[src/rtl/u2_to_zm_serial.sv]
`default_nettype none
//------------------------------------------------------------------------------
// Module   : u2_to_zm_serial
// Purpose  : Bit-serial converter from two's complement (U2) to
//            sign-magnitude (ZM). The operand is captured on a start strobe,
//            then its magnitude is produced LSB-first over M-1 cycles with the
//            "copy up to the first 1, invert the rest" negation rule. The
//            result is presented with a one-cycle valid pulse and a status.
// Ports    : i_clk     - clock, rising edge
//            i_rsn     - asynchronous active-low reset
//            i_start   - conversion request, sampled only while idle
//            i_argA    - U2 operand (M bits, bit M-1 is the sign)
//            o_result  - ZM result, held until the next completion
//            o_status  - 00 non-negative, 01 negative, 10 overflow
//            o_valid   - one-cycle pulse when o_result/o_status update
//            o_busy    - high while a conversion is in progress
// Revision : 1.0 - initial release
//------------------------------------------------------------------------------
module u2_to_zm_serial #(
   parameter int M = 4
) (
   input  logic         i_clk,
   input  logic         i_rsn,
   input  logic         i_start,
   input  logic [M-1:0] i_argA,
   output logic [M-1:0] o_result,
   output logic [1:0]   o_status,
   output logic         o_valid,
   output logic         o_busy
);

   // Counter indexes the M-1 magnitude bits
   localparam int            CW     = (M > 2) ? $clog2(M-1) : 1;
   localparam logic [CW-1:0] C_LAST = CW'(M-2);

   typedef enum logic [1:0] {
      S_IDLE  = 2'd0,
      S_SHIFT = 2'd1,
      S_DONE  = 2'd2
   } state_t;

   state_t          state_q, state_d;
   logic [M-2:0]    opnd_q,  opnd_d;
   logic [M-2:0]    mag_q,   mag_d;
   logic [CW-1:0]   cnt_q,   cnt_d;
   logic            sign_q,  sign_d;
   logic            seen_q,  seen_d;
   logic [M-1:0]    result_q, result_d;
   logic [1:0]      status_q, status_d;
   logic            valid_q,  valid_d;
   logic            w_bit;

   assign w_bit = opnd_q[cnt_q];

   always_comb begin
      state_d  = state_q;
      opnd_d   = opnd_q;
      mag_d    = mag_q;
      cnt_d    = cnt_q;
      sign_d   = sign_q;
      seen_d   = seen_q;
      result_d = result_q;
      status_d = status_q;
      valid_d  = 1'b0;

      unique case (state_q)
         S_IDLE: begin
            if (i_start) begin
               opnd_d  = i_argA[M-2:0];
               sign_d  = i_argA[M-1];
               cnt_d   = '0;
               seen_d  = 1'b0;
               mag_d   = '0;
               state_d = S_SHIFT;
            end
         end

         S_SHIFT: begin
            // Negation: bits up to and including the first 1 pass through,
            // every later bit is inverted. Positive operands pass unchanged.
            mag_d[cnt_q] = sign_q ? (w_bit ^ seen_q) : w_bit;
            seen_d       = seen_q | (sign_q & w_bit);
            cnt_d        = cnt_q + 1'b1;
            if (cnt_q == C_LAST) begin
               state_d = S_DONE;
            end
         end

         S_DONE: begin
            valid_d = 1'b1;
            // A negative operand with no 1 in its magnitude is -2^(M-1),
            // whose magnitude does not fit in M-1 bits.
            if (sign_q && !seen_q) begin
               result_d = '0;
               status_d = 2'b10;
            end else begin
               result_d = {sign_q, mag_q};
               status_d = {1'b0, sign_q};
            end
            state_d = S_IDLE;
         end

         default: begin
            state_d = S_IDLE;
         end
      endcase
   end

   always_ff @(posedge i_clk or negedge i_rsn) begin
      if (!i_rsn) begin
         state_q  <= S_IDLE;
         opnd_q   <= '0;
         mag_q    <= '0;
         cnt_q    <= '0;
         sign_q   <= 1'b0;
         seen_q   <= 1'b0;
         result_q <= '0;
         status_q <= 2'b00;
         valid_q  <= 1'b0;
      end else begin
         state_q  <= state_d;
         opnd_q   <= opnd_d;
         mag_q    <= mag_d;
         cnt_q    <= cnt_d;
         sign_q   <= sign_d;
         seen_q   <= seen_d;
         result_q <= result_d;
         status_q <= status_d;
         valid_q  <= valid_d;
      end
   end

   assign o_result = result_q;
   assign o_status = status_q;
   assign o_valid  = valid_q;
   assign o_busy   = (state_q != S_IDLE);

endmodule
`default_nettype wire

[config.mk]
export PLATFORM = sky130hd
export DESIGN_NAME = u2_to_zm_serial
export DESIGN_NICKNAME = d
export VERILOG_FILES = /design/src/rtl/u2_to_zm_serial.sv
export SDC_FILE = /design/constraint.sdc
export NUM_CORES = 1
export LEC_CHECK = 0
export ABC_CLOCK_PERIOD_IN_PS = 2600
export CORE_MARGIN = 4
export CORE_UTILIZATION = 35
export CTS_CLUSTER_DIAMETER = 100
export DETAILED_ROUTE_END_ITERATION = 8
export PLACE_DENSITY = 0.68
export SLEW_MARGIN = 20
export SYNTH_ARGS = -nofsm -noshare
export SYNTH_HDL_FRONTEND = slang
export SYNTH_SLANG_ARGS = --single-unit
[constraint.sdc]
create_clock -name i_clk -period 2.6 [get_ports i_clk]
set_input_delay 0.78 -clock i_clk [delete_from_list [all_inputs] [get_ports i_clk]]
set_output_delay 0.78 -clock i_clk [all_outputs]
set_load 0.005 [all_outputs]
; ---- Word level (Yosys, flattened, before mapping)
; Cells that the tools add are included.
[totals]
regBits = 19
out_inout_bits = 8
elab_cells = 47
[classes]
add_sub_neg = 1
order_cmp = 2
eq_ne = 5
mux = 18
n_bitwise = 3
reduce_logical = 9
[op_table]
columns = operator, count
row1 = $mux 2, 4
row2 = $pmux 2 s2, 2
row3 = $pmux 3 s2, 1
row4 = $reduce_and 2->1, 3
row5 = $mux 1, 5
row6 = $eq 2x2->1 const B, 2
row7 = $mux 4, 1
row8 = $ne 2x2->1 const B, 2
row9 = $reduce_bool 2->1, 2
row10 = $bwmux 3, 1
row11 = $lt 2x3->1 const B, 1
row12 = $mux 3, 1
row13 = $add 2x1->2 const B, 1
row14 = $bmux 1 s2, 1
row15 = $demux 1 s2, 1
row16 = $eq 2x1->1 const B, 1
row17 = $ge 2x1->1 const B, 1
row18 = $logic_and 1x1->1, 2
row19 = $logic_not 2->1, 1
row20 = $pmux 1 s2, 1
row21 = $and 1x1->1, 1
row22 = $logic_not 1->1, 1
row23 = $or 1x1->1, 1
row24 = $xor 1x1->1, 1

; ---- Longest topological paths before layout
[logic_depth]
word_depth = 6
ltp_mapped = 5
ltp_nobuf = 5

; ---- Worst setup path after synthesis
; OpenSTA, ideal clock, no wires.
[synth_path]
kind = input to register
from = input port i_start
to = register opnd_q[0]
setup_time_ps = 125
t_arrival_ps = 1547
path_slack_ps = 928
stages = 3
n_path_buf = 1
path_cell_list = or3b_1 > buf_6 > mux2_4
[synth_via]
elab_chain_len = 1
[synth_rtl]
columns = item, line_no
row1 = "start, declared", 24  ; input logic i_start,
row2 = $reduce_and 2->1 (no source line), n/a
row3 = "end signal, assigned", 122  ; opnd_q <= opnd_d;
row4 = "end, declared", 43  ; logic [M-2:0] opnd_q, opnd_d;
; Every way passes these cells.
; A chain may end at the register's enable or synchronous reset.

; ---- Worst setup path in the final report
[layout_path]
from = register state_q[0]
to = output port o_busy
[layout_via]
elab_chain_len = 1
[layout_rtl]
columns = item, line_no
row1 = "start, declared", 42  ; state_t state_q, state_d;
row2 = "start signal, assigned", 121  ; state_q <= state_d;
row3 = $reduce_bool 2->1, 136  ; assign o_busy = (state_q != S_IDLE);
row4 = "end, declared", 29  ; output logic o_busy
; Every way passes these cells.

==> impl_metrics.xml <==
<?xml version="1.0" encoding="UTF-8"?>
<metrics>
  <group name="synthesis">
    <metric name="synth-warning-count" unit="">0</metric>
    <metric name="seq_area_frac_synth" unit="%">53.97</metric>
    <metric name="cell_variety_after_synth" unit="">25</metric>
    <metric name="ys_seq_elements" unit="">18</metric>
    <metric name="syn-num-nets" unit="">79</metric>
    <metric name="synth.largest_area_cell" unit="">dfrtp_1</metric>
    <metric name="syn_area_per_cell" unit="um^2">12.09</metric>
    <metric name="postSynthCellCount" unit="">69</metric>
    <metric name="synth.area.top_cells" unit="">dfrtp_1 54%, mux2_4 7.2%, ha_1 4.5%, nand3b_1 4.5%, a22o_1 4.2%</metric>
    <metric name="synthesis.area" unit="um^2">834.6</metric>
    <metric name="post-synth-top-area-fraction" unit="%">53.97</metric>
  </group>
  <group name="timing">
    <metric name="final_min_period_over_clock_period" unit="%">85.34</metric>
    <metric name="setup_violations" unit="">0</metric>
    <metric name="clock-skew-final" unit="ns">0.002575</metric>
    <metric name="setup-tns-final" unit="ns">0</metric>
    <metric name="slew-limit-headroom" unit="%">75.44</metric>
    <metric name="final-hold-violation-count" unit="">0</metric>
    <metric name="grt_setup_unrepaired" unit="">false</metric>
    <metric name="slew_viol_final" unit="">0</metric>
    <metric name="maxClockFrequency" unit="GHz">0.4507</metric>
    <metric name="hold_slack_final" unit="ns">0.4904</metric>
    <metric name="slew_worst_pin" unit="ns">0.3684</metric>
    <metric name="final_period_minus_worst_setup_slack" unit="ns">2.219</metric>
  </group>
  <group name="routing">
    <metric name="route.detailed.drc" unit="">0</metric>
    <metric name="drt_iter0_markers" unit="">9</metric>
    <metric name="vias" unit="">541</metric>
    <metric name="final_wl" unit="um">1358</metric>
    <metric name="antenna_left" unit="">0</metric>
    <metric name="routed_via_density" unit="">4.830</metric>
    <metric name="drt_pre_antenna_iters" unit="">4</metric>
    <metric name="post_drt_wl_per_cell" unit="um">12.13</metric>
  </group>
  <group name="final_layout">
    <metric name="final_area" unit="um^2">1018</metric>
    <metric name="finalNetCount" unit="">95</metric>
    <metric name="diodes" unit="">0</metric>
    <metric name="layout_commonest_cell" unit="">dfrtp_1</metric>
    <metric name="layout_area_growth_over_synthesis" unit="%">22.04</metric>
    <metric name="layout.cells.most_common_list" unit="">18 x dfrtp_1, 14 x clkdlybuf4s50_1, 5 x nand3b_1</metric>
    <metric name="finish.utilization" unit="%">45.60</metric>
    <metric name="layout-drive-gt1-share" unit="%">10.71</metric>
  </group>
  <group name="setup_path">
    <metric name="highest_delay_cell_along_the_critical_path" unit="">dfrtp_1</metric>
    <metric name="crit_path_max_incr_delay" unit="ns">0.46</metric>
    <metric name="crit_path_end_kind" unit="">output port</metric>
    <metric name="logic_depth_of_the_worst_register_to_register_path" unit="">2</metric>
    <metric name="cp.required" unit="ns">1.82</metric>
    <metric name="crit_cells" unit="">2</metric>
    <metric name="critPathArrivalTime" unit="ns">1.44</metric>
    <metric name="critical_path.cell_chain" unit="">or2_1 -&gt; clkdlybuf4s50_1</metric>
    <metric name="timing.critical_path.fanout_max" unit="">9</metric>
    <metric name="critical_path.top_delay_family" unit="">flip-flops</metric>
    <metric name="critPathLaunchType" unit="">flip-flop</metric>
    <metric name="critical_setup_path_kind" unit="">flip-flop to output port</metric>
    <metric name="worstPathBufferInverterCount" unit="">1</metric>
  </group>
  <group name="floorplanning">
    <metric name="dieWidth" unit="um">56.83</metric>
    <metric name="overall_die_height" unit="um">56.83</metric>
    <metric name="floorplan.core_area" unit="um^2">2233</metric>
    <metric name="fp-row-count" unit="">17</metric>
    <metric name="die_area" unit="um^2">3230</metric>
    <metric name="initial_utilization" unit="%">37.37</metric>
    <metric name="io_count" unit="">15</metric>
  </group>
  <group name="cts">
    <metric name="clkSlewWorstSetupHoldPaths" unit="ns">0.10</metric>
    <metric name="cts_inserted_buffers" unit="">3</metric>
    <metric name="cts_hold_buffers" unit="">0</metric>
    <metric name="cts.repair.resized" unit="">0</metric>
    <metric name="tritoncts" unit="">built</metric>
    <metric name="clk_root_buffer_cell" unit="">clkbuf_4</metric>
    <metric name="cts_htree_levels" unit="">1</metric>
    <metric name="ctsLongestPathBuffers" unit="">2</metric>
    <metric name="clock_network_latency_to_the_later_pin_of_the_worst_skew_pair" unit="ns">0.30</metric>
    <metric name="clkSinkCount" unit="">18</metric>
    <metric name="post-cts-setup-buffer-count" unit="">0</metric>
  </group>
  <group name="global_routing">
    <metric name="grt_pass1_vias" unit="">545</metric>
    <metric name="grt_max_degree" unit="">19</metric>
    <metric name="wire_length_of_the_first_global_routing_pass" unit="um">2387</metric>
    <metric name="grt.overflow.total" unit="">0</metric>
    <metric name="antenna_found_initial" unit="">0</metric>
    <metric name="grt_use_total" unit="%">9.714</metric>
  </group>
  <group name="placement">
    <metric name="detailed_placement_wirelength_estimate" unit="um">1058</metric>
    <metric name="placement.cell_area" unit="um^2">982.2</metric>
    <metric name="io_buffers" unit="">14</metric>
    <metric name="globalplace.congestion" unit="">0.7042</metric>
  </group>
  <group name="status">
    <metric name="status" unit="">finished clean</metric>
  </group>
  <group name="hold_path">
    <metric name="timing.hold.worst_path_depth" unit="">2</metric>
    <metric name="min_path_type" unit="">flip-flop to flip-flop</metric>
  </group>
  <group name="pwr">
    <metric name="power_density" unit="nW/um^2">1146</metric>
    <metric name="total_leakage_power" unit="nW">0.4736</metric>
    <metric name="power.ir.vdd_worst" unit="mV">0.7599</metric>
  </group>
  <group name="flow_run">
    <metric name="drv_cap" unit="">0</metric>
  </group>
</metrics>
kinds of logic after synthesis:
logic type	Yosys count	synth area share, %
fa+ha+maj	3	4.498
mux	5	8.396
simple gates	20	13.79
flops	18	53.97
compound gates	15	13.34
buf+inv	8	5.996
routing by layer:
layer	wire, um	vias up	global-route usage, %
met5	0	-	0
met4	12	0	1.987
met3	94	3	4.828
met2	611	14	16.50
met1	639	249	10.98
li1	-	275	-
area by class of cell:
cell class	count	area, um^2
repair buffers	15	147.6
fillers	217	1215
multi-input cells	43	334.1
inverters	4	15.01
well taps	28	35.03
clock buffers	4	36.28
flip-flops and latches	18	450.4
cell usage after synthesis:
library cell and n:
dfrtp_1 18, nand3b_1 5, a22o_1 4, inv_1 4, mux2_4 4, ha_1 3
nand2_1 3, nand3_1 3, nor2_1 3, o31ai_1 3, buf_6 2, nand2b_1 2
nor2b_1 2, o21ai_1 2, a21oi_1 1, a32o_1 1, buf_2 1, buf_4 1
mux2i_1 1, o211a_1 1, o21ai_0 1, o21bai_1 1, o22ai_1 1, or2_1 1
or3b_1 1
sequential cells by signal (all words and copies together), names as in the netlist:
name      flops
seen_q        1
opnd_q        3
cnt_q         2
sign_q        1
mag_q         3
o_status      2
o_result      3
state_q       2
o_valid       1
final timing paths:
check / start / to / slack (ns)
setup / recovery: state_q[0] / o_busy / 0.38
hold / removal: o_status[1] / o_status[1] / 0.49
setup reg to reg: state_q[1] / opnd_q[0] / 1.11
hold reg to reg: o_status[1] / o_status[1] / 0.49
max in group asynchronous: i_rsn / o_result[1] / 1.61
min in group asynchronous: i_rsn / mag_q[0] / 0.81
report_power, final:
part	switching, mW	total, mW	internal (mW)
sequential	0.105	0.506	0.401
combinational	0.199	0.490	0.291
clock	0.0870	0.173	0.0855
total	0.391	1.17	0.777
worst register-to-register path: stages, from the launching register on:
cell	delay, ns
dfrtp_1	0.45
or3b_1	0.57
mux2_4	0.36
through the flow:
step / std cells / power (mW) / setup slack [ns]
after CTS: 112 / 1.184 / 0.3712
after floorplan: 69 / 0.8503 / 0.9277
after detailed placement: 108 / 1.007 / 0.3337
after global placement: 108 / 0.9828 / 0.3535
final: 112 / 1.168 / 0.3812
after global routing: 112 / 1.270 / 0.2857
Note: power is estimated with default switching activity, not from simulation.
